File: src/rtl/fwd_pkg.sv
// Shared types and widths for the forwarding/hazard scoreboard.
// The widths here are tied to the FWD_* geometry. The scoreboard parameters must match it.
package fwd_pkg;

  localparam int unsigned FWD_ISSUE_W = 2;
  localparam int unsigned FWD_DEPTH   = 2;

  localparam int unsigned STAGE_W = $clog2(FWD_DEPTH + 1);
  localparam int unsigned LANE_W  = (FWD_ISSUE_W > 1) ? $clog2(FWD_ISSUE_W) : 1;

  typedef struct packed {
    logic       valid;
    logic [4:0] rd;
    logic       is_load;
  } fwd_entry_t;

  typedef struct packed {
    logic [STAGE_W-1:0] stage;
    logic [LANE_W-1:0]  lane;
  } fwd_sel_t;

endpackage

File: src/rtl/fwd_src_select.sv
// Priority search of one source operand over the in-flight writer array.
// The youngest stage wins. Within that stage the highest lane wins.
module fwd_src_select
  import fwd_pkg::*;
#(
  parameter int unsigned ISSUE_W        = FWD_ISSUE_W,
  parameter int unsigned DEPTH          = FWD_DEPTH,
  parameter int unsigned LOAD_RDY_STAGE = 2
) (
  input  logic [4:0]                               rs_i,
  input  fwd_entry_t [DEPTH-1:0][ISSUE_W-1:0]      entries_i,
  output fwd_sel_t                                 sel_o,
  output logic                                     load_not_ready_o
);

  // Scan from oldest to youngest. The last hit overrides earlier ones, which gives the priority.
  always_comb begin
    sel_o            = '0;
    load_not_ready_o = 1'b0;
    for (int k = DEPTH - 1; k >= 0; k--) begin
      for (int l = 0; l < ISSUE_W; l++) begin
        if (entries_i[k][l].valid && (rs_i != 5'd0) && (entries_i[k][l].rd == rs_i)) begin
          sel_o.stage      = STAGE_W'(k + 1);
          sel_o.lane       = LANE_W'(l);
          load_not_ready_o = entries_i[k][l].is_load && ((k + 1) < int'(LOAD_RDY_STAGE));
        end
      end
    end
  end

endmodule

File: src/rtl/fwd_hazard_scoreboard.sv
// Shadow pipeline of in-flight writers. It provides operand forward select,
// load-use and intra-bundle hazard detection, and an in-order issue mask.
module fwd_hazard_scoreboard
  import fwd_pkg::*;
#(
  parameter int unsigned ISSUE_W        = FWD_ISSUE_W,
  parameter int unsigned NUM_SRC        = 2,
  parameter int unsigned DEPTH          = FWD_DEPTH,
  parameter int unsigned LOAD_RDY_STAGE = 2,
  parameter int unsigned CNT_W          = 32
) (
  input  logic                                          clk,
  input  logic                                          rst_n,
  input  logic                                          flush,
  input  logic [ISSUE_W-1:0]                            in_valid,
  input  logic [ISSUE_W-1:0][NUM_SRC-1:0][4:0]          in_rs,
  input  logic [ISSUE_W-1:0][4:0]                       in_rd,
  input  logic [ISSUE_W-1:0]                            in_we,
  input  logic [ISSUE_W-1:0]                            in_is_load,
  output logic [ISSUE_W-1:0]                            issue_mask,
  output logic                                          stall,
  output logic [ISSUE_W-1:0][NUM_SRC-1:0][STAGE_W-1:0]  fwd_stage,
  output logic [ISSUE_W-1:0][NUM_SRC-1:0][LANE_W-1:0]   fwd_lane,
  output logic [CNT_W-1:0]                              stall_cnt
);

  fwd_entry_t [DEPTH-1:0][ISSUE_W-1:0] pipe_q, pipe_d;
  logic [CNT_W-1:0]                    stall_cnt_q, stall_cnt_d;

  fwd_sel_t [ISSUE_W-1:0][NUM_SRC-1:0] sel;
  logic     [ISSUE_W-1:0][NUM_SRC-1:0] load_nr;
  logic     [ISSUE_W-1:0]              blocked;

  for (genvar s = 0; s < ISSUE_W; s++) begin : g_slot
    for (genvar n = 0; n < NUM_SRC; n++) begin : g_src
      fwd_src_select #(
        .ISSUE_W        (ISSUE_W),
        .DEPTH          (DEPTH),
        .LOAD_RDY_STAGE (LOAD_RDY_STAGE)
      ) u_sel (
        .rs_i             (in_rs[s][n]),
        .entries_i        (pipe_q),
        .sel_o            (sel[s][n]),
        .load_not_ready_o (load_nr[s][n])
      );
      assign fwd_stage[s][n] = sel[s][n].stage;
      assign fwd_lane[s][n]  = sel[s][n].lane;
    end
  end

  // A slot is blocked by a load-use hit on any of its operands, or by a RAW hazard on an
  // older slot in the same bundle.
  always_comb begin
    blocked = '0;
    for (int s = 0; s < ISSUE_W; s++) begin
      blocked[s] = |load_nr[s];
      for (int j = 0; j < s; j++) begin
        if (in_valid[j] && in_we[j] && (in_rd[j] != 5'd0)) begin
          for (int n = 0; n < NUM_SRC; n++) begin
            if (in_rs[s][n] == in_rd[j]) blocked[s] = 1'b1;
          end
        end
      end
    end
  end

  always_comb begin
    issue_mask = '0;
    if (!flush) begin
      issue_mask[0] = in_valid[0] & ~blocked[0];
      for (int s = 1; s < ISSUE_W; s++) begin
        issue_mask[s] = issue_mask[s-1] & in_valid[s] & ~blocked[s];
      end
    end
    stall = !flush && ((in_valid & ~issue_mask) != '0);
  end

  always_comb begin
    pipe_d = '0;
    if (!flush) begin
      for (int k = 1; k < DEPTH; k++) pipe_d[k] = pipe_q[k-1];
      for (int l = 0; l < ISSUE_W; l++) begin
        if (issue_mask[l] && in_we[l] && (in_rd[l] != 5'd0)) begin
          pipe_d[0][l] = '{valid: 1'b1, rd: in_rd[l], is_load: in_is_load[l]};
        end
      end
    end
    stall_cnt_d = stall_cnt_q;
    if (stall && (stall_cnt_q != '1)) stall_cnt_d = stall_cnt_q + CNT_W'(1);
  end

  always_ff @(posedge clk or negedge rst_n) begin
    if (!rst_n) begin
      pipe_q      <= '0;
      stall_cnt_q <= '0;
    end else begin
      pipe_q      <= pipe_d;
      stall_cnt_q <= stall_cnt_d;
    end
  end

  assign stall_cnt = stall_cnt_q;

endmodule

File: config.mk
export PLATFORM = sky130hd
export DESIGN_NAME = fwd_hazard_scoreboard
export DESIGN_NICKNAME = d
export VERILOG_FILES = /design/src/rtl/fwd_pkg.sv /design/src/rtl/fwd_src_select.sv /design/src/rtl/fwd_hazard_scoreboard.sv
export SDC_FILE = /design/constraint.sdc
export NUM_CORES = 1
export LEC_CHECK = 0
export ABC_AREA = 0
export CAP_MARGIN = 20
export CORE_ASPECT_RATIO = 1.75
export CORE_MARGIN = 8
export CORE_UTILIZATION = 52
export DETAILED_ROUTE_END_ITERATION = 10
export PLACE_DENSITY_LB_ADDON = 0.25
export SKIP_LAST_GASP = 1
export SLEW_MARGIN = 20
export SYNTH_ARGS = -nofsm -noshare
export SYNTH_HDL_FRONTEND = slang
export SYNTH_HIERARCHICAL = 1
export SYNTH_SLANG_ARGS = --single-unit
File: constraint.sdc
create_clock -name clk -period 5.2 [get_ports clk]
set_input_delay 1.3 -clock clk [delete_from_list [all_inputs] [get_ports clk]]
set_output_delay 1.3 -clock clk [all_outputs]
set_load 0.05 [all_outputs]
==> implementation parameters <==
Parameter                              Value

Critical path
  Reg2Reg Depth ... 11
  Beginning of the critical path ... in_rs[4]
  RR Startpoint ... pipe_q[8]
  Worst reg2reg path endpoint ... stall_cnt[1]
  Worst Setup Path Type ... in -> out
  Worst EP required ... 3.90 ns
  R2r setup slk ... 2.06 ns
  Worst setup path endpoint ... issue_mask[1]
  Crit-path max FO ... 5
  CP arrival ... 3.80 ns
  Endpoint class of the critical path ... output port
  CP startpoint kind ... input port

Timing
  Final total negative setup slack ... 0 ns
  Post-layout minimum cycle time ... 5.10 ns
  Final Hold Viols ... 0
  Count of final max-slew check failures ... 0
  Slew at the pin closest to its max-slew limit ... 0.872 ns
  RSZ-0062 raised after global routing ... no
  Final worst path period share ... 98.0%
  Setup violators final ... 0
  Fin Clk Skew ... 0.00478 ns
  Peak Freq ... 196 MHz
  Worst slew margin relative to its limit ... 41.6%

Hold path
  Hold crit path type ... reg -> reg
  Worst hold path cell count ... 1

Pwr
  Largest voltage drop on the vdd net ... 0.270 mV
  Clock Power Share ... 40.5%
  Total internal power ... 1.01 mW
  Static Leakage ... 2.21 nW
  Power density over cell area ... 273 nW/µm²
  Proportion of power drawn by flip-flops and latches ... 36.3%
  Switching power as a share of total power ... 30.6%
  Net load switching power ... 0.447 mW
  Fraction of power consumed by combinational cells ... 23.1%

Floorplan
  Die ar. ... 11100 µm²
  Floorplan die width ... 83.1 µm
  Height of the die ... 133 µm
  Count of pins on the block boundary ... 86
  Number of placement rows ... 43
  Std-Cell Core Area ... 7800 µm²
  Effective utilization at floorplan ... 52.5%

Drt
  Final routed wire length divided by cell count ... 20.9 µm
  Antenna-violating nets left ... 0
  Routed wire length ... 12300 µm
  Via density per instance ... 5.76
  Routed vias ... 3388
  Number of optimization iterations in the first detailed-route pass ... 4
  Iteration-0 DRC count of the detailed router ... 125
  Drt drc ... 0

GRT
  Vias in the first global route ... 3697
  All-layer global routing usage ... 22.4%
  Pin count of the biggest net entering global routing ... 59
  Aggregate global routing overflow ... 0
  Global-route wire length before repair ... 19600 µm
  Number of antenna violations at the first check in global routing ... 0

Clock network
  Clock tree from TritonCTS ... built
  Cell at the root of the clock tree ... clkbuf_16
  Worst-skew pair later-pin latency ... 0.33 ns
  Count of hold-fix buffers inserted at cts ... 0
  Total clock buffers created by CTS ... 9
  Clk sinks ... 58
  Number of levels in the clock H-tree ... 3
  CTS clock-pin slew for the worst setup and hold paths ... 0.05 ns
  Maximum clock insertion buffer count ... 2

Placement
  # port buffers ... 85
  Inst Count DP ... 572
  Last weighted congestion value of the routability-driven placer ... 1.02
  Placement-stage cell area ... 5050 µm²
  Detail Placement HPWL ... 9610 µm

Yosys
  Number of synthesis warnings ... 6
  Syn avg cell area ... 10.1 µm²
  Synthesized Nets ... 447
  Synth Instances ... 407
  Summed instance area of the synthesized netlist ... 4090 µm²

Finish
  Filler cell count ... 590
  Layout area overhead ... 30.8%
  NumNets Final ... 533
  Share of layout cells above drive strength 1 ... 17.3%
  Area of the multi-input gates ... 2440 µm²
  Filler-free cell count of the finished design ... 588
  Post-Layout Inst Area ... 5360 µm²
  Finished Core Util ... 68.7%
  # diodes ... 0
  Register cell area after layout ... 1450 µm²

Flow run
  Max-cap violations ... 0

Status
  Run status ... completed
[flip-flops by register name, summed over array words and instances, names as in the netlist]
| name | flops |
|---|---|
| pipe_q | 26 |
| stall_cnt | 32 |
[layout by cell type, fill, tap and decap left out, types with 2 or more instances in the layout]
cell type / count
buf_12: 7
nor3_2: 4
nor3_4: 2
nand4_1: 28
clkdlybuf4s50_1: 68
or3_4: 4
xor2_1: 56
nor4_1: 2
nor4_2: 5
nor2_2: 2
nand2_1: 16
nor2_4: 4
nor2_1: 11
dlymetal6s2s_1: 2
nand3_1: 13
clkinv_2: 3
clkbuf_8: 2
nor4b_2: 4
or4_4: 4
and3_1: 7
nand2b_1: 6
clkbuf_16: 9
inv_1: 2
nor4b_1: 5
nor3b_1: 2
a211oi_2: 5
dfrtp_1: 58
or4_1: 10
nor3_1: 22
a31o_1: 4
and2_1: 10
o21ai_1: 5
nor2b_1: 13
buf_4: 25
xnor2_1: 65
[worst max-delay path, cell delays in order]
cell             delay, ns
clkdlybuf4s50_1       0.63
xnor2_1               0.15
nand4_1               0.25
or3_4                 0.41
a31o_1                0.29
nor3_4                0.19
nand3_1               0.16
a21oi_2               0.23
buf_12                0.17
[timing repair]
item,CTS,global route
setup endpoints to repair,0,1
resized for setup,0,2
setup buffers,0,0
[metrics by stage]
stage          total power [mW]  setup WS, ns  hold WS [ns]
4_1_cts                    1.47        0.0900         0.495
3_5_place_dp              0.876         0.132         0.487
5_1_grt                    1.51       0.00470         0.504
3_3_place_gp              0.868         0.195         0.482
2_1_floorplan             0.739         0.223         0.528
6_report                   1.46         0.105         0.492
[power groups by stage]
| stage | logic (mW) | registers, mW | clock network [mW] |
|---|---|---|---|
| 5_1_grt | 0.358 | 0.533 | 0.619 |
| 4_1_cts | 0.341 | 0.530 | 0.597 |
| 3_5_place_dp | 0.340 | 0.536 | 0 |
| 3_3_place_gp | 0.334 | 0.534 | 0 |
| 6_report | 0.338 | 0.530 | 0.592 |
| 2_1_floorplan | 0.115 | 0.624 | 0 |
[routing by layer]
layer / routed length, µm / global-route usage [%] / part of all wire, %
met3: 503 / 4.89 / 4.1
met1: 4240 / 20.5 / 34
met5: 0 / 0 / 0
met2: 6870 / 41.9 / 56
met4: 680 / 15.7 / 5.5
[how the worst min path moves through the flow]
stage | from | slack (ns) | endpoint
finish | stall_cnt[13] | 0.49 | stall_cnt[13]
global route | stall_cnt[13] | 0.50 | stall_cnt[13]
CTS | stall_cnt[13] | 0.50 | stall_cnt[13]
detailed placement | stall_cnt[13] | 0.49 | stall_cnt[13]
global placement | stall_cnt[13] | 0.48 | stall_cnt[13]
floorplan | pipe_q[13] | 0.53 | pipe_q[27]
[layout make-up]
type / instances / share of cell area [%]
clock buffer: 11 / 4.72
clock inverter: 5 / 0.981
inverter: 2 / 0.140
multi-input combinational: 319 / 45.6
sequential: 58 / 27.1
tap: 90 / 2.10
timing repair buffer: 103 / 19.4
(Power assumes the default switching activity.)
